===== config.mk =====
export PLATFORM = sky130hd
export DESIGN_NAME = fec_run_controller
export DESIGN_NICKNAME = d
export VERILOG_FILES = /design/src/rtl/fec_run_controller.sv
export SDC_FILE = /design/constraint.sdc
export NUM_CORES = 2
export LEC_CHECK = 0
export ABC_AREA = 1
export CORE_AREA = 2 2 367 369
export DETAILED_ROUTE_END_ITERATION = 7
export DIE_AREA = 0 0 369 371
export DONT_BUFFER_PORTS = 1
export HOLD_SLACK_MARGIN = 0.08
export PLACE_DENSITY = 0.68
export SKIP_LAST_GASP = 1
export SYNTH_ARGS = -nofsm -noshare
export SYNTH_HDL_FRONTEND = slang
export SYNTH_SLANG_ARGS = --single-unit

===== constraint.sdc =====
create_clock -name clk -period 4.8 [get_ports clk]
set_clock_uncertainty 0.05 [all_clocks]
set_input_delay 0.96 -clock clk [delete_from_list [all_inputs] [get_ports clk]]
set_output_delay 0.96 -clock clk [all_outputs]
set_load 0.01 [all_outputs]

===== src/rtl/fec_run_controller.sv =====
`default_nettype none
// +----------------------------------------------------------------------------+
// | fec_run_controller                                                         |
// | Run sequencer for parallel_sys1: resets the datapath, streams the          |
// | probability table, runs until a stop condition, then latches statistics.   |
// | Optional feature macro: FEC_CTRL_TIMEOUT_EN (RUN cycle limit, reason 3).   |
// | Revision: 1.0                                                              |
// +----------------------------------------------------------------------------+
module fec_run_controller #(
    parameter int MAX_ENTRIES  = 16,
    parameter int RST_CYCLES   = 4,
    parameter int DRAIN_CYCLES = 8
) (
    input  logic                           clk,
    input  logic                           rstn,
    input  logic                           cfg_we,
    input  logic [$clog2(MAX_ENTRIES)-1:0] cfg_addr,
    input  logic [63:0]                    cfg_data,
    input  logic [$clog2(MAX_ENTRIES):0]   n_entries,
    input  logic                           start,
    input  logic                           abort,
    input  logic [63:0]                    target_bits,
    input  logic [63:0]                    target_frame_errors,
`ifdef FEC_CTRL_TIMEOUT_EN
    input  logic [63:0]                    timeout_cycles,
`endif
    input  logic [63:0]                    total_bits,
    input  logic [63:0]                    total_bit_errors_pre,
    input  logic [63:0]                    total_bit_errors_post,
    input  logic [63:0]                    total_frames,
    input  logic [63:0]                    total_frame_errors,
    output logic                           sys_rstn,
    output logic                           sys_en,
    output logic [31:0]                    probability_idx,
    output logic [63:0]                    probability_in,
    output logic                           busy,
    output logic                           done,
    output logic [1:0]                     stop_reason,
    output logic [63:0]                    res_bits,
    output logic [63:0]                    res_bit_errors_pre,
    output logic [63:0]                    res_bit_errors_post,
    output logic [63:0]                    res_frames,
    output logic [63:0]                    res_frame_errors
);

    localparam int AW = $clog2(MAX_ENTRIES);

    localparam logic [2:0] c_ST_IDLE      = 3'd0;
    localparam logic [2:0] c_ST_RESET_SYS = 3'd1;
    localparam logic [2:0] c_ST_LOAD      = 3'd2;
    localparam logic [2:0] c_ST_PARK      = 3'd3;
    localparam logic [2:0] c_ST_RUN       = 3'd4;
    localparam logic [2:0] c_ST_DRAIN     = 3'd5;
    localparam logic [2:0] c_ST_DONE      = 3'd6;

    localparam logic [1:0] c_RSN_BITS   = 2'd0;
    localparam logic [1:0] c_RSN_FRAMES = 2'd1;
    localparam logic [1:0] c_RSN_ABORT  = 2'd2;
`ifdef FEC_CTRL_TIMEOUT_EN
    localparam logic [1:0] c_RSN_TIMEOUT = 2'd3;
`endif

    localparam logic [31:0] c_RST_LAST   = RST_CYCLES - 1;
    localparam logic [31:0] c_DRAIN_LAST = DRAIN_CYCLES - 1;
    localparam logic [AW:0] c_MAX_N      = MAX_ENTRIES[AW:0];
    localparam logic [31:0] c_IDX_IDLE   = 32'hFFFF_FFFF;

    logic [2:0]  r_state, w_state_nxt;
    logic [31:0] r_cnt, w_cnt_nxt;
    logic [AW:0] r_n_load;
    logic [31:0] w_n_ext;
    logic [1:0]  r_reason, w_reason;
    logic        w_timeout, w_hit_bits, w_hit_frames;
    logic [63:0] r_table [MAX_ENTRIES];

    logic        r_sys_rstn, r_sys_en, r_busy, r_done;
    logic [31:0] r_idx;
    logic [63:0] r_prob_in;
    logic [1:0]  r_stop_reason;
    logic [63:0] r_res_bits, r_res_pre, r_res_post, r_res_frames, r_res_fe;

`ifdef FEC_CTRL_TIMEOUT_EN
    logic [63:0] r_run_cnt;
    assign w_timeout = (timeout_cycles != 64'd0) && (r_run_cnt == timeout_cycles - 64'd1);
`else
    assign w_timeout = 1'b0;
`endif

    assign w_hit_bits   = (target_bits != 64'd0) && (total_bits >= target_bits);
    assign w_hit_frames = (target_frame_errors != 64'd0) && (total_frame_errors >= target_frame_errors);
    assign w_n_ext      = 32'(r_n_load);

    always_comb begin
        w_state_nxt = r_state;
        w_reason    = r_reason;
        case (r_state)
            c_ST_IDLE: if (start) w_state_nxt = c_ST_RESET_SYS;
            c_ST_RESET_SYS: begin
                if (abort) begin
                    w_state_nxt = c_ST_DONE;
                    w_reason    = c_RSN_ABORT;
                end else if (r_cnt == c_RST_LAST) begin
                    w_state_nxt = (r_n_load == '0) ? c_ST_PARK : c_ST_LOAD;
                end
            end
            c_ST_LOAD: begin
                if (abort) begin
                    w_state_nxt = c_ST_DONE;
                    w_reason    = c_RSN_ABORT;
                end else if (r_cnt == w_n_ext - 32'd1) begin
                    w_state_nxt = c_ST_PARK;
                end
            end
            c_ST_PARK: w_state_nxt = c_ST_RUN;
            c_ST_RUN: begin
                // Stop priority: abort > timeout > bits > frame errors
                if (abort || w_timeout || w_hit_bits || w_hit_frames) w_state_nxt = c_ST_DRAIN;
                if (abort) w_reason = c_RSN_ABORT;
`ifdef FEC_CTRL_TIMEOUT_EN
                else if (w_timeout) w_reason = c_RSN_TIMEOUT;
`endif
                else if (w_hit_bits) w_reason = c_RSN_BITS;
                else if (w_hit_frames) w_reason = c_RSN_FRAMES;
            end
            c_ST_DRAIN: if (r_cnt == c_DRAIN_LAST) w_state_nxt = c_ST_DONE;
            c_ST_DONE: w_state_nxt = c_ST_IDLE;
            default: w_state_nxt = c_ST_IDLE;
        endcase
        // Per-state cycle counter doubles as the load index
        w_cnt_nxt = (w_state_nxt != r_state) ? 32'd0 : r_cnt + 32'd1;
    end

    always_ff @(posedge clk) begin
        if (!rstn) begin
            for (int i = 0; i < MAX_ENTRIES; i++) r_table[i] <= '0;
        end else if (cfg_we && r_state == c_ST_IDLE) begin
            r_table[cfg_addr] <= cfg_data;
        end
    end

    always_ff @(posedge clk) begin
        if (!rstn) begin
            r_state       <= c_ST_IDLE;
            r_cnt         <= '0;
            r_n_load      <= '0;
            r_reason      <= '0;
            r_sys_rstn    <= 1'b0;
            r_sys_en      <= 1'b0;
            r_idx         <= c_IDX_IDLE;
            r_prob_in     <= '0;
            r_busy        <= 1'b0;
            r_done        <= 1'b0;
            r_stop_reason <= '0;
            r_res_bits    <= '0;
            r_res_pre     <= '0;
            r_res_post    <= '0;
            r_res_frames  <= '0;
            r_res_fe      <= '0;
        end else begin
            r_state  <= w_state_nxt;
            r_cnt    <= w_cnt_nxt;
            r_reason <= w_reason;
            if (r_state == c_ST_IDLE && start)
                r_n_load <= (n_entries > c_MAX_N) ? c_MAX_N : n_entries;
            // Outside a run the datapath reset keeps its last value so counters stay readable
            if (w_state_nxt == c_ST_RESET_SYS) r_sys_rstn <= 1'b0;
            else if (w_state_nxt != c_ST_IDLE) r_sys_rstn <= 1'b1;
            r_sys_en <= (w_state_nxt == c_ST_RUN);
            r_busy   <= (w_state_nxt != c_ST_IDLE);
            r_done   <= (w_state_nxt == c_ST_DONE);
            if (w_state_nxt == c_ST_LOAD) begin
                r_idx     <= w_cnt_nxt;
                r_prob_in <= r_table[w_cnt_nxt[AW-1:0]];
            end else begin
                r_idx     <= c_IDX_IDLE;
            end
            if (w_state_nxt == c_ST_DONE) begin
                r_stop_reason <= w_reason;
                r_res_bits    <= total_bits;
                r_res_pre     <= total_bit_errors_pre;
                r_res_post    <= total_bit_errors_post;
                r_res_frames  <= total_frames;
                r_res_fe      <= total_frame_errors;
            end
        end
    end

`ifdef FEC_CTRL_TIMEOUT_EN
    always_ff @(posedge clk) begin
        if (!rstn || r_state != c_ST_RUN) r_run_cnt <= '0;
        else                              r_run_cnt <= r_run_cnt + 64'd1;
    end
`endif

    assign sys_rstn            = r_sys_rstn;
    assign sys_en              = r_sys_en;
    assign probability_idx     = r_idx;
    assign probability_in      = r_prob_in;
    assign busy                = r_busy;
    assign done                = r_done;
    assign stop_reason         = r_stop_reason;
    assign res_bits            = r_res_bits;
    assign res_bit_errors_pre  = r_res_pre;
    assign res_bit_errors_post = r_res_post;
    assign res_frames          = r_res_frames;
    assign res_frame_errors    = r_res_fe;

endmodule
`default_nettype wire


==> impl_metrics.json <==
{
  "regArea_sq_um": 40040,
  "synth.yosys.warnings": 0,
  "clk_pin_slew_worst_paths_ns": 0.06,
  "cpPeakStageDelay_ns": 0.83,
  "grt_max_degree": 210,
  "syn_avg_cell_area_sq_um": 8.596,
  "leakage_nw": 33.33,
  "gr-total-overflow": 0,
  "cts.htree.levels": 4,
  "drc": 0,
  "placed_cells_incl_taps": 9574,
  "timing_max_transition_violations_final": 0,
  "syn-num-nets": 8889,
  "run_status": "finished, final reports clean",
  "tritoncts.num_buffers": 160,
  "power.density_cell_area_nw_per_um2": 453.1,
  "cts_root_buffer": "sky130_fd_sc_hd__clkbuf_16",
  "die_y_microns": 371,
  "critPathTopFamily": "simple AND/OR/NAND/NOR gates",
  "drive_gt1_frac": 0.07309,
  "final_cells": 9979,
  "ys.flop_type": "sky130_fd_sc_hd__edfxtp_1",
  "clk_path_buf_depth": 3,
  "cap_violations": 0,
  "syn_to_final_growth_pct": 11.53,
  "worstPathRequired_ns": 5.45,
  "post-route-min-period_ns": 3.801,
  "yosysSeqAreaShare": 0.5658,
  "timing.critical_path.to_type": "flop",
  "worstHoldPathCells": 2,
  "min-delay-path-class": "input port to flop",
  "rsz_0062_raised_after_global_routing": "false",
  "num_clock_sinks": 1488,
  "drt_first_pass_iters": 8,
  "first_global_vias": 55220,
  "synth.cell_area_sq_um": 70760,
  "timing.max_slew.rel_slack": 0.1862,
  "worst-setup-path-type": "input port to flop",
  "hold_viol_final": 0,
  "globalRouteTotalUtil": 0.4221,
  "netlist.area_leader.share": 0.4346,
  "asyncSetResetFlopFracSynth": 0,
  "cts_hold_buf": 0,
  "register_to_register_path_depth": 9,
  "max_freq_ghz": 0.2631,
  "crit_cells": 19,
  "floorplan.die_area_sq_um": 136900,
  "routed_wire_length_per_instance_microns": 29.79,
  "filler_cell_count": 11410,
  "max_slew.worst_pin.slew_ns": 1.221,
  "irDropWorstVdd_v": 0.0003720,
  "vias": 61600,
  "setup-tns-final_ns": 0,
  "worst_skew_pair.late_latency_ns": 0.82,
  "yosysUniqueCellTypes": 44,
  "finish.net_count": 8625,
  "detail_route.iter0.violations": 9005,
  "multi_input_area_sq_um": 24280,
  "layout.cells.most_common": "sky130_fd_sc_hd__nor2_1",
  "synth_area_leader_cell": "sky130_fd_sc_hd__edfxtp_1",
  "half_perimeter_wire_length_after_detailed_placement_microns": 203000,
  "placer_s_final_routability_congestion_estimate": 1.129,
  "vias_per_cell": 6.173,
  "fin_crit_sh": 0.7920,
  "number_of_enable_type_register_cells_in_the_synthesized_netlist": 1024,
  "post_synthesis_register_bit_count": 1488,
  "chipWidth_microns": 369,
  "floorplan.initialDensity": 0.5329,
  "antenna_found_initial": 141,
  "postRouteAntennaNets": 0,
  "cts.repair_timing.setup_buffer_count": 0,
  "cp.buffers_inverters": 5,
  "hold-worst-slack_ns": 0.2455,
  "netlist_instances": 8232,
  "yosys-top-cells-area": "sky130_fd_sc_hd__edfxtp_1, sky130_fd_sc_hd__dfxtp_1, sky130_fd_sc_hd__nor2_1",
  "data_arrival_time_of_the_worst_path_ns": 4.46,
  "crit_path_max_fanout": 32,
  "quantity_of_gates_resized_following_cts": 0,
  "critical_path.cell_chain": "inv_1, nand4_1, nor4_1, buf_4, nand3_1, a21oi_1, nand2_1, nand2_1, nand2_2, nand2_4, buf_4, buf_12, nand4_1, nand2_1, nand3_1, nand3_1, nand3_1, nand2_1, inv_1",
  "pin_count": 948,
  "setup_viol": 0,
  "number_of_rows_created_at_floorplan": 134,
  "cp-start-kind": "input port",
  "global_route_wire_length_before_repair_microns": 410600,
  "top_library_cells_by_usage_in_the_layout_fill_and_taps_aside": "sky130_fd_sc_hd__nor2_1, sky130_fd_sc_hd__nand3_1, sky130_fd_sc_hd__inv_1",
  "cp_max_delay_cell": "sky130_fd_sc_hd__nor4_1",
  "core_area_sq_um": 132800,
  "portBuffers": 0,
  "cts_tree": "yes",
  "routed_wirelength_microns": 297300
}
==> path summary, 6_finish.rpt <==
check             startpoint                  to  slack (ns)
max          target_bits[46]  probability_in[42]         1.0
min             n_entries[2]         r_n_load[2]        0.25
max reg2reg       r_state[0]     r_table[12][19]        1.11
min reg2reg     res_bits[27]        res_bits[27]        0.46
==> registers in the layout (all words and copies together), names as in the netlist <==
name,flops
probability_in,64
busy,1
r_cnt,32
done,1
sys_en,1
r_reason,2
res_bit_errors_pre,64
res_frame_errors,64
r_n_load,5
r_state,3
probability_idx,32
res_bits,64
r_table,1024
stop_reason,2
res_bit_errors_post,64
sys_rstn,1
res_frames,64
==> cells by family (layout without fill, tap and decap cells) <==
family,Yosys count,count (layout),synth area share
buffers and inverters,1719,1587,0.09513
adder cells (fa/ha/maj),131,131,0.02316
flip-flops,1488,1488,0.5658
XOR/XNOR,19,19,0.002352
AO/OA/AOI/OAI,571,571,0.04346
AND/OR/NAND/NOR,4304,4304,0.2701
other,0,111,0
==> worst reg2reg max path, stage by stage, from the launching register on <==
cell                      delay (ns)
sky130_fd_sc_hd__dfxtp_1        0.33
sky130_fd_sc_hd__inv_1          0.20
sky130_fd_sc_hd__nand3_1        0.13
sky130_fd_sc_hd__inv_1          0.12
sky130_fd_sc_hd__nand3_1        0.55
sky130_fd_sc_hd__nor2_1         0.84
sky130_fd_sc_hd__nand2_4        0.05
sky130_fd_sc_hd__buf_4          0.33
sky130_fd_sc_hd__nand2_4        0.13
sky130_fd_sc_hd__buf_12         0.44
==> power by group <==
part	leakage [nW]	internal, mW	switching [mW]
registers	14.3	14.2	0.451
clock network	2.53	7.02	5.33
logic	16.5	2.80	5.92
total	33.3	24.1	11.7
==> synth_stat cells (all sizes together), types with 2 or more instances <==
library cell     n
a21o             2
nor4            21
ha             131
a211oi           3
o22ai            2
a21oi          395
clkbuf         408
edfxtp        1024
or2             70
xor2            15
nand2         1029
nor2          1546
o221ai           2
nand4          481
xnor2            4
o21a            68
inv           1058
clkinv           2
nand3         1129
dfxtp          464
nor3            26
o21ai           91
buf            251
==> through the flow <==
step / utilization / instance area [sq um] / setup WS, ns / total power, mW
after floorplan: - / 70760 / 1.085 / 20.55
after global placement: 0.5533 / 73480 / 0.2492 / 23.27
after detailed placement: 0.5533 / 73480 / 0.2536 / 23.43
after CTS: 0.5922 / 78640 / 1.107 / 35.55
after global routing: 0.5933 / 78780 / 0.7408 / 37.01
final: 0.5943 / 78920 / 0.9986 / 35.76
==> metal layers <==
layer | track usage | vias to the layer above | part of all wire
li1 | - | 26820 | -
met1 | 0.5186 | 29350 | 0.35
met2 | 0.5923 | 4437 | 0.42
met3 | 0.2123 | 897 | 0.17
met4 | 0.2513 | 98 | 0.062
met5 | 0.004545 | - | 0.0030
==> area by class of cell <==
| class | instances | share of cell area |
|---|---|---|
| Sequential cell | 1488 | 0.5073 |
| Inverter | 1060 | 0.05080 |
| Antenna cell | 111 | 0.003520 |
| Clock buffer | 229 | 0.05784 |
| Timing Repair Buffer | 233 | 0.03723 |
| Multi-Input combinational cell | 5025 | 0.3077 |
| Tap cell | 1768 | 0.02803 |
| Clock inverter | 65 | 0.007594 |
Note: power is estimated with default switching activity, not from simulation.
